`config.mk`:
```
export PLATFORM = sky130hd
export DESIGN_NAME = dht11_reader
export DESIGN_NICKNAME = d
export VERILOG_FILES = /design/src/rtl/dht11_reader.sv
export SDC_FILE = /design/constraint.sdc
export NUM_CORES = 1
export LEC_CHECK = 0
export CAP_MARGIN = 10
export CORE_UTILIZATION = 30
export CTS_BUF_LIST = sky130_fd_sc_hd__clkbuf_4
export CTS_CLUSTER_DIAMETER = 30
export DETAILED_ROUTE_END_ITERATION = 16
export HOLD_SLACK_MARGIN = 0.08
export PLACE_DENSITY = 0.48
export SETUP_SLACK_MARGIN = 0.15
export SYNTH_ARGS = -nofsm -noshare
export SYNTH_HDL_FRONTEND = slang
export SYNTH_SLANG_ARGS = --single-unit
```
`constraint.sdc`:
```
create_clock -name CLK -period 3.7 [get_ports CLK]
set_clock_uncertainty 0.05 [all_clocks]
set_input_delay 0.74 -clock CLK [delete_from_list [all_inputs] [get_ports CLK]]
set_output_delay 0.74 -clock CLK [all_outputs]
set_load 0.01 [all_outputs]
```
`src/rtl/dht11_reader.sv`:
```
// rtl/dht11_reader.sv - DHT11 single-wire reader: start pulse, response handshake, 40-bit frame capture, checksum check.
module dht11_reader #(
  parameter int CLK_FREQ_HZ   = 50000000,
  parameter int START_LOW_US  = 18000,
  parameter int TIMEOUT_US    = 200,
  parameter int BIT_THRESH_US = 40
) (
  input  logic       CLK,
  input  logic       RST,
  input  logic       START,
  input  logic       READ,
  output logic       DIR,
  output logic       SEND,
  output logic [7:0] HUM_INT,
  output logic [7:0] HUM_DEC,
  output logic [7:0] TEMP_INT,
  output logic [7:0] TEMP_DEC,
  output logic       BUSY,
  output logic       DONE,
  output logic       ERROR
);
  localparam int DIV  = CLK_FREQ_HZ / 1000000;
  localparam int PW   = $clog2(DIV + 1);
  localparam int TMAX = (START_LOW_US > TIMEOUT_US) ? START_LOW_US : TIMEOUT_US;
  localparam int TW   = $clog2(TMAX + 1);

  typedef enum logic [2:0] {
    IDLE, START_LOW, RELEASE, RESP_LOW, RESP_HIGH, BIT_LOW, BIT_HIGH, CHECK
  } state_t;

  state_t        state, state_next;
  logic [PW-1:0] presc;
  logic [TW-1:0] timer;
  logic          sync1, sync2, sync3;
  logic [39:0]   shreg;
  logic [5:0]    bit_cnt;
  logic [7:0]    sum;
  logic          tick, line_rise, line_fall, timeout;
  logic          shift_en, shift_bit, done_set, err_set;

  assign tick      = (presc == PW'(DIV - 1));
  assign line_rise = sync2 & ~sync3;
  assign line_fall = ~sync2 & sync3;
  assign timeout   = tick && (timer == TW'(TIMEOUT_US - 1));
  assign sum       = shreg[39:32] + shreg[31:24] + shreg[23:16] + shreg[15:8];

  assign DIR  = (state == START_LOW);
  assign SEND = ~DIR;
  assign BUSY = (state != IDLE);

  always_comb begin
    state_next = state;
    shift_en   = 1'b0;
    shift_bit  = 1'b0;
    done_set   = 1'b0;
    err_set    = 1'b0;
    case (state)
      IDLE:      if (START) state_next = START_LOW;
      START_LOW: if (tick && timer == TW'(START_LOW_US - 1)) state_next = RELEASE;
      RELEASE: begin
        if (timeout) begin err_set = 1'b1; state_next = IDLE; end
        else if (line_fall) state_next = RESP_LOW;
      end
      RESP_LOW: begin
        if (timeout) begin err_set = 1'b1; state_next = IDLE; end
        else if (line_rise) state_next = RESP_HIGH;
      end
      RESP_HIGH: begin
        if (timeout) begin err_set = 1'b1; state_next = IDLE; end
        else if (line_fall) state_next = BIT_LOW;
      end
      BIT_LOW: begin
        if (timeout) begin err_set = 1'b1; state_next = IDLE; end
        else if (line_rise) state_next = BIT_HIGH;
      end
      BIT_HIGH: begin
        if (timeout) begin err_set = 1'b1; state_next = IDLE; end
        else if (line_fall) begin
          // Bit value is the high-time length; the trailing release after bit 40 is not awaited.
          shift_en   = 1'b1;
          shift_bit  = (timer > TW'(BIT_THRESH_US));
          state_next = (bit_cnt == 6'd39) ? CHECK : BIT_LOW;
        end
      end
      CHECK: begin
        state_next = IDLE;
        if (sum == shreg[7:0]) done_set = 1'b1;
        else err_set = 1'b1;
      end
      default: state_next = IDLE;
    endcase
  end

  always_ff @(posedge CLK) begin
    if (RST) begin
      state    <= IDLE;
      presc    <= '0;
      timer    <= '0;
      sync1    <= 1'b1;
      sync2    <= 1'b1;
      sync3    <= 1'b1;
      shreg    <= '0;
      bit_cnt  <= '0;
      DONE     <= 1'b0;
      ERROR    <= 1'b0;
      HUM_INT  <= '0;
      HUM_DEC  <= '0;
      TEMP_INT <= '0;
      TEMP_DEC <= '0;
    end else begin
      state <= state_next;
      sync1 <= READ;
      sync2 <= sync1;
      sync3 <= sync2;
      // Prescaler restarts with each phase so phase lengths are whole ticks.
      if (state_next != state || tick) presc <= '0;
      else presc <= presc + 1'b1;
      if (state_next != state || state == IDLE) timer <= '0;
      else if (tick) timer <= timer + 1'b1;
      if (shift_en) shreg <= {shreg[38:0], shift_bit};
      if (state == RESP_HIGH) bit_cnt <= '0;
      else if (shift_en) bit_cnt <= bit_cnt + 6'd1;
      DONE  <= done_set;
      ERROR <= err_set;
      if (done_set) begin
        HUM_INT  <= shreg[39:32];
        HUM_DEC  <= shreg[31:24];
        TEMP_INT <= shreg[23:16];
        TEMP_DEC <= shreg[15:8];
      end
    end
  end
endmodule

```
### Word-level counts from Yosys, hierarchy flattened

Cells that the tools add are included.

| word-level totals | value |
|---|---|
| bits in registers | 107 |
| bits in latches | 0 |
| memory bits (writable) | 0 |
| ROM bits | 0 |
| bits of input ports | 4 |
| word-level logic and storage cells | 74 |
| memories | 0 |

| cells by class | value |
|---|---|
| $add $sub $neg | 6 |
| multipliers | 0 |
| divide/modulo/power cells | 0 |
| magnitude comparators | 1 |
| eq/ne operators | 13 |
| shift operators | 0 |
| muxes and demuxes | 25 |
| bitwise operators | 5 |
| reductions and logical operators | 10 |

Operators by type and width:

| kind | count |
|---|---|
| 3-bit two-way mux | 12 |
| 8-bit adder | 3 |
| 3-bit case mux with 8 select lines | 1 |
| 15-bit by 1-bit adder with 15-bit output, second input constant | 1 |
| 15-bit == test, second input constant | 1 |
| 15-bit by 8-bit == test with 1-bit output, second input constant | 1 |
| 15-bit by 6-bit > comparator with 1-bit output, second input constant | 1 |
| 6-bit by 1-bit adder with 6-bit output, second input constant | 2 |
| 3-bit == test, second input constant | 4 |
| 6-bit == test, second input constant | 2 |
| 1-bit two-way mux | 10 |
| 8-bit == test | 1 |
| 3-bit by 2-bit == test with 1-bit output, second input constant | 2 |
| 2-bit OR reduction | 3 |
| 5-bit OR reduction | 1 |
| 3-bit by 1-bit == test with 1-bit output, second input constant | 1 |
| 3-bit zero test | 1 |
| 3-bit inequality test | 1 |
| 1-bit NOT | 3 |
| 3-bit nonzero test | 1 |
| 1-bit AND | 2 |
| 1-bit logical AND | 2 |
| 1-bit logical OR | 2 |
| 2-bit two-way mux | 1 |
| 1-bit case mux with 2 select lines | 1 |

### Longest topological paths before layout

Gate-level depths: netlist (run 1).

| logic depth | value |
|---|---|
| depth after elaboration | 8 |
| gate-level depth with buffers | 14 |
| mapped depth without buffers | 12 |

### Least setup slack after synthesis (run 1)

OpenSTA, ideal clock, no wires.

| path | value |
|---|---|
| path kind | register to register |
| start point | reg shreg[9] |
| end point | reg HUM_DEC[0] |
| library setup time | 0.132 ns |
| arrival | 3.478 ns |
| data required time | 3.518 ns |
| setup slack | 0.040 ns |
| stages on the path, launching flop included | 15 |
| buffers on the path | 2 |
| period minus slack after synthesis | 3.660 ns |
| path through | dfxtp_1 fa_1 inv_1 fa_1 inv_1 ha_1 fa_1 nand3_1 a21oi_1 or3_4 a2111o_1 buf_6 buf_6 o31ai_2 a21oi_1 |

| between the ends | value |
|---|---|
| word-level cells in the longest chain between the ends | 4 |

Ends and longest elaborated chain:

| item | line | RTL |
|---|---|---|
| from (decl) | 35 | `logic [39:0] shreg;` |
| from (signal assigned) | 120 | `if (shift_en) shreg <= {shreg[38:0], shift_bit};` |
| 8-bit adder | 45 | `assign sum = shreg[39:32] + shreg[31:24] + shreg[23:16] + shreg[15:8];` |
| 8-bit == test | 87 | `if (sum == shreg[7:0]) done_set = 1'b1;` |
| 1-bit two-way mux | 87 |  |
| 1-bit two-way mux | 57 | `case (state)` |
| to (signal assigned) | 127 | `HUM_DEC <= shreg[31:24];` |
| to (decl) | 15 | `output logic [7:0] HUM_DEC,` |

No other way between the ends.
A chain may end at the register's enable or synchronous reset.

### Final worst setup path (run 1)

| path | value |
|---|---|
| start point | reg shreg[9] |
| end point | reg TEMP_INT[2] |

| between the ends | value |
|---|---|
| word-level cells in the longest chain between the ends | 4 |

Ends and longest elaborated chain:

| item | line | RTL |
|---|---|---|
| 8-bit adder | 45 |  |
| 8-bit == test | 87 |  |
| 1-bit two-way mux | 87 |  |
| 1-bit two-way mux | 57 |  |
| to (signal assigned) | 128 | `TEMP_INT <= shreg[23:16];` |
| to (decl) | 16 | `output logic [7:0] TEMP_INT,` |

No other way between the ends.

==> flow_summary.yaml, run 1 <==
timing:
  finalCritPeriodShare_pct: 102
  hold_ws_ps: 382
  tns_ps: -788
  maxSlewHeadroom_pct: 42.5
  timing.final.ws_setup_ps: -63.3
  fin_crit_ps: 3760
  final_max_slew_viol_count: 0
  setup_viol: 27
  fmax_mhz: 266
  rsz0062_at_grt: "true"
  finalHoldViolCount: 0
  tightestPinTransition_ps: 862
synth:
  yosys_warnings: 0
  synthesis.nets: 608
  synthFlopType: "dfxtp_1"
  synth_cell_types: 51
  synth_edf_count: 0
  syn_inst: 578
  yosysSeqAreaShare_pct: 38.9
  ys_ff_latch: 107
  syn_avg_cell_area_sq_um: 9.52
  async_reset_ff_share_pct: 0
  synth_area_sq_um: 5500
floorplanning:
  die_h_microns: 137
  rows: 49
  num_io_pins: 41
  start_util_pct: 30.6
  dieWidth_microns: 137
  dieArea_sq_um: 18900
  core-area_sq_um: 18000
clocking:
  clock-sinks: 107
  cts_tree: "done"
  insertion_delay_ps: 490
  cts_hold_buf: 0
  clockBufferDepth: 2
  cts-root-buf: "clkbuf_4"
  cts_made_buffers: 9
  clkTransAtPathRegs_ps: 180
  cts_max_level: 3
critical_path:
  cp_cell_sequence: "fa_1, inv_2, fa_1, inv_1, ha_2, fa_2, nand3_2, a21oi_2, or3_4, a2111o_2, buf_12, o31ai_2, a21oi_1"
  worstPathRequired_ps: 4010
  reg2reg_to: "TEMP_INT[2]$_SDFFE_PP0P_"
  critPathLaunchType: "register"
  worst-path-buf-inv: 3
  crit_type: "register to register"
  reg2reg_depth: 13
  crit-reg2reg-launch: "shreg[9]$_SDFFE_PP0P_"
  startpoint: "shreg[9]$_SDFFE_PP0P_"
  rrSetupSlack_ps: -60
  worstPathMaxFanout: 23
  path_delay_family: "adder cells"
  end_kind: "register"
  cp_common_cell: "fa_1"
  worst_path_max_delay_cell: "fa_1"
  cp.depth: 13
  cpPeakStageDelay_ps: 550
  crit_arrival_ps: 4080
power:
  pwr-share-seq_pct: 64.9
  ir_drop_v: 0.000147
  powerDensity_nw_per_um2: 279
  clkPwrFrac_pct: 32.3
  switching_share_pct: 26.2
  p_sw_uw: 469
  combPwrFrac_pct: 2.8
  p_leak_uw: 0.00217
  p_int_uw: 1320
global_routing:
  gr-usage-all-layers_pct: 14.8
  antenna_found_initial: 1
  grt_max_degree: 86
  grt_pass1_vias: 4226
  grt_pass1_wl_microns: 21900
  overflow: 0
outcome:
  violations: "setup timing"
  outcome: "finished, violations left"
route:
  drtIter0Drc: 201
  vias: 4289
  post_drt_wl_per_cell_microns: 15.2
  via_per_inst: 5.04
  drtAntennaViolNets: 0
  routed_wl_microns: 12900
  route.detailed.drc: 0
  first_pass_iters: 5
final_layout:
  drive_gt1_share_pct: 16.5
  areaGrowthSynthToFinish_pct: 16.9
  fill_cells: 1831
  mostFrequentLayoutCells: "106 x dfxtp_1, 59 x nor2_1, 41 x a21oi_1"
  mostFrequentLayoutCell: "dfxtp_1"
  nets: 645
worst_hold_path:
  hold_end: "sync2$_SDFF_PP1_"
  holdCritPathClass: "register to register"
  min_path_cells: 1
  min-delay-start: "sync1$_SDFF_PP1_"
placement:
  globalplace.congestion: 0.763
  hpwl_microns: 9000
  io_buffers: 40
run:
  cap_violations: 0
-- flip-flops by register name (all words and copies together) (netlist names), 3 cells and up --
signal	flops
shreg	40
HUM_INT	8
HUM_DEC	8
presc	6
state	3
TEMP_DEC	8
bit_cnt	6
timer	15
TEMP_INT	8
-- what timing repair did --
action,in CTS,in global routing
setup buffers,0,0
endpoints found under the setup margin,34,34
resized for setup,10,2
pin swaps,4,1
-- cells in the mapped netlist, types with 2 or more instances --
library cell,number,share of area [%]
a211oi_1,3,0.41
a21boi_0,2,0.27
a21o_1,3,0.41
a21oi_1,42,3.8
and2_1,2,0.23
and3_1,5,0.57
buf_2,9,0.82
buf_6,11,2.3
clkbuf_1,23,1.6
dfxtp_1,107,39
fa_1,14,5.1
ha_1,12,2.7
inv_1,19,1.3
mux2i_1,39,7.1
nand2_1,32,2.2
nand2b_1,5,0.57
nand3_1,10,0.91
nand4_1,37,4.2
nor2_1,60,4.1
nor2b_1,5,0.57
nor3_1,30,2.7
nor4_1,4,0.45
o21ai_0,4,0.36
o31ai_1,4,0.55
o31ai_2,27,6.1
or2_2,3,0.34
or3_1,6,0.68
xnor2_1,22,3.5
xnor3_1,2,0.82
xor2_1,15,2.4
-- routing by layer --
metal | GRT usage [%] | vias up | wire, microns
li1 | - | 2123 | -
met1 | 21.4 | 2088 | 6580
met2 | 21.9 | 65 | 5730
met3 | 2.61 | 13 | 413
met4 | 5.19 | 0 | 195
met5 | 0 | - | 0
-- power by group through the flow --
stage | Sequential (uW) | Combinational [uW] | Clock, uW
5_1_grt | 1170 | 56.2 | 655
3_5_place_dp | 1190 | 50.3 | 0
6_report | 1160 | 50.5 | 578
4_1_cts | 1160 | 50.7 | 607
3_3_place_gp | 1190 | 49.2 | 0
2_1_floorplan | 1180 | 35.0 | 0
-- how the worst max path moves through the flow --
stage                               endpoint  slack, ps
floorplan            HUM_DEC[0]$_SDFFE_PP0P_        150
global placement    TEMP_INT[3]$_SDFFE_PP0P_         20
detailed placement  TEMP_INT[2]$_SDFFE_PP0P_        -80
CTS                 TEMP_INT[2]$_SDFFE_PP0P_       -100
global route        TEMP_INT[2]$_SDFFE_PP0P_       -230
finish              TEMP_INT[2]$_SDFFE_PP0P_        -60
-- final cells by class --
| class | instances | area, sq um | area share, % |
|---|---|---|---|
| antenna | 2 | 5.00 | 0.0778 |
| clock buffer | 9 | 67.6 | 1.05 |
| clock inverter | 7 | 57.6 | 0.895 |
| inverter | 19 | 71.3 | 1.11 |
| multi-input combinational | 409 | 3130 | 48.6 |
| sequential | 107 | 2140 | 33.3 |
| tap | 229 | 287 | 4.46 |
| timing repair buffer | 69 | 671 | 10.4 |
-- stage by stage --
stage                     std cells  utilization (%)  instance area [sq um]  total power, uW  worst slack (ps)
after floorplan                 578                -                   5510             1220               154
after global placement          832             34.7                   6240             1240              22.1
after detailed placement        832             34.7                   6240             1240             -76.8
after CTS                       848             35.6                   6400             1820             -96.4
after global routing            851             35.8                   6430             1880              -232
final                           851             35.8                   6430             1790             -63.3
-- logic make-up (layout without fill, tap and decap cells) --
family | Yosys count | after routing | synth area share (%)
adder cells (fa/ha/maj) | 26 | 26 | 7.83
buffers and inverters | 62 | 104 | 5.94
AND/OR/NAND/NOR | 208 | 208 | 19.2
AO/OA/AOI/OAI | 97 | 97 | 14.3
multiplexers | 39 | 39 | 7.10
other | 0 | 2 | 0
flip-flops | 107 | 107 | 38.9
XOR/XNOR | 39 | 39 | 6.71
-- worst reg2reg max path, stage by stage, from the launching register on --
cell and delay, ps:
dfxtp_2 370, fa_1 550, inv_2 40, fa_1 510, inv_1 50, ha_2 200, fa_2 380, nand3_2 100
a21oi_2 60, or3_4 350, a2111o_2 490, buf_12 190, o31ai_2 220, a21oi_1 100
No activity file was read; power rests on OpenSTA's default activity.
==> inputs of run 2 (changes only) <==
CORE_MARGIN = 2   (was default)
GPL_TIMING_DRIVEN = 1   (was default)
==> run 2 against run 1 <==
  * Sequential share of layout area up 0.16 points
  * Combinational power down 1%
  * Fmax up 0.46%
  * Die area up 2.9%
  * Setup slack better by 17 ps
  * Design area down 0.47%
  * Power up 2.9%
  * The flow still finishes with violations (setup timing)
  * Worst hold slack about the same
  * Clock power up 9.0%
  * Critical endpoint unchanged
  * Sequential power about the same
==> flow_summary.yaml, run 2 (same netlist as run 1, synthesis figures left out) <==
final_layout:
  largest_reg_flops: 40
  mostFrequentLayoutCells: "106 x dfxtp_1, 59 x nor2_1, 41 x a21oi_1"
  max_flop_register: "shreg"
  areaGrowthSynthToFinish_pct: 16.4
  drive_gt1_share_pct: 15.7
  fin_cells: 848
  top_regs: "shreg x40, timer x15"
  final_cell_area_sq_um: 6400
  mostFrequentLayoutCell: "dfxtp_1"
  nets: 643
clocking:
  cts_max_level: 3
  cts_tree: "done"
  cts_hold_buf: 0
  insertion_delay_ps: 490
  clockBufferDepth: 2
  cts-root-buf: "clkbuf_4"
  clkTransAtPathRegs_ps: 170
  cts_made_buffers: 9
  post_cts_buffers: 0
  clock-sinks: 107
power:
  pwr-share-seq_pct: 63.1
  p_int_uw: 1390
  p_leak_uw: 0.00217
  powerDensity_nw_per_um2: 288
  p_sw_uw: 457
  ir_drop_v: 0.000127
  combPwrFrac_pct: 2.7
  switching_share_pct: 24.8
  totalPowerFinal_uw: 1840
  clkPwrFrac_pct: 34.2
critical_path:
  rrSetupSlack_ps: -50
  cp.depth: 13
  cp_cell_sequence: "fa_1, inv_2, fa_1, inv_1, ha_2, fa_2, nand3_2, a21oi_2, or3_4, a2111o_2, buf_12, o31ai_2, a21oi_1"
  critPathLaunchType: "register"
  worstPathRequired_ps: 4010
  worstPathMaxFanout: 22
  cpPeakStageDelay_ps: 550
  crit-reg2reg-launch: "shreg[9]$_SDFFE_PP0P_"
  startpoint: "shreg[9]$_SDFFE_PP0P_"
  reg2reg_to: "TEMP_INT[2]$_SDFFE_PP0P_"
  end_kind: "register"
  worst-path-buf-inv: 3
  worst_path_max_delay_cell: "fa_1"
  reg2reg_depth: 13
  crit_arrival_ps: 4060
  path_delay_family: "adder cells"
  worstSetupEndpoint: "TEMP_INT[2]$_SDFFE_PP0P_"
  crit_type: "register to register"
  cp_common_cell: "fa_1"
route:
  route.detailed.drc: 0
  routed_wl_microns: 13000
  first_pass_iters: 4
  via_per_inst: 5.04
  drtAntennaViolNets: 0
  drtIter0Drc: 210
  vias: 4275
  post_drt_wl_per_cell_microns: 15.3
timing:
  finalHoldViolCount: 0
  timing.final.ws_setup_ps: -46.1
  setup_viol: 30
  tns_ps: -667
  tightestPinTransition_ps: 1160
  final_max_slew_viol_count: 0
  fin_crit_ps: 3750
  fmax_mhz: 267
  rsz0062_at_grt: "true"
  finalCritPeriodShare_pct: 101
  maxSlewHeadroom_pct: 22.5
outcome:
  violations: "setup timing"
  outcome: "finished, violations left"
floorplanning:
  dieWidth_microns: 139
  rows: 49
  die_h_microns: 139
  core-area_sq_um: 18000
  num_io_pins: 41
  dieArea_sq_um: 19400
  start_util_pct: 30.6
worst_hold_path:
  holdCritPathClass: "register to register"
placement:
  dpl.cell_count: 830
  io_buffers: 40
  place_ws_ps: -61.9
  placed_cell_area_sq_um: 6220
  globalplace.congestion: 0.814
  hpwl_microns: 8960
global_routing:
  grt_max_degree: 86
  gr-usage-all-layers_pct: 14.0
  overflow: 0
  grt_pass1_wl_microns: 22300
  grt_pass1_vias: 4270
  antenna_found_initial: 1
run:
  cap_violations: 0
[run 2: metrics by stage]
| stage | hold slack, ps | util, % |
|---|---|---|
| after global placement | 350 | 34.6 |
| after detailed placement | 349 | 34.6 |
| after floorplan | 339 | - |
| after global routing | 394 | 35.6 |
| after CTS | 385 | 35.5 |
| final | 382 | 35.6 |
[run 2: final cells by class]
class                      instances  area [sq um]
inverter                          19          71.3
tap                              229           287
antenna                            1          2.50
clock buffer                       9          67.6
clock inverter                     7          73.8
fill                            1825         11600
sequential                       107          2140
timing repair buffer              67           652
multi-input combinational        409          3100
[run 2: how the worst min path moves through the flow]
stage,start,end,cells past startpoint,slack [ps]
global route,sync1$_SDFF_PP1_,sync2$_SDFF_PP1_,1,390
CTS,sync1$_SDFF_PP1_,sync2$_SDFF_PP1_,1,390
floorplan,sync1$_SDFF_PP1_,sync2$_SDFF_PP1_,1,340
detailed placement,sync1$_SDFF_PP1_,sync2$_SDFF_PP1_,1,350
finish,sync1$_SDFF_PP1_,sync2$_SDFF_PP1_,1,380
global placement,sync1$_SDFF_PP1_,sync2$_SDFF_PP1_,1,350
[run 2: what timing repair did]
item                                    CTS  global route
endpoints found under the setup margin   34            34
resized for setup                         5             2
pin swaps                                 0             1
[run 2: power groups by stage]
stage / Sequential (uW) / Clock [uW] / Combinational (uW)
CTS: 1160 / 655 / 50.0
detailed placement: 1190 / 0 / 49.7
global placement: 1190 / 0 / 49.2
finish: 1160 / 630 / 50.0
floorplan: 1180 / 0 / 35.0
global route: 1160 / 703 / 55.8
[run 2: per-layer routing]
metal	GRT usage [%]	part of all wire [%]	wire, microns
met1	20.4	51	6640
met2	20.7	44	5750
met3	2.27	3.2	413
met4	5.10	1.5	199
met5	0	0	0
==> inputs of run 3 (changes only) <==
CTS_CLUSTER_SIZE = 28   (was default)
==> results of run 3 <==
Final layout, timing and power as in run 2 (identical DEF).
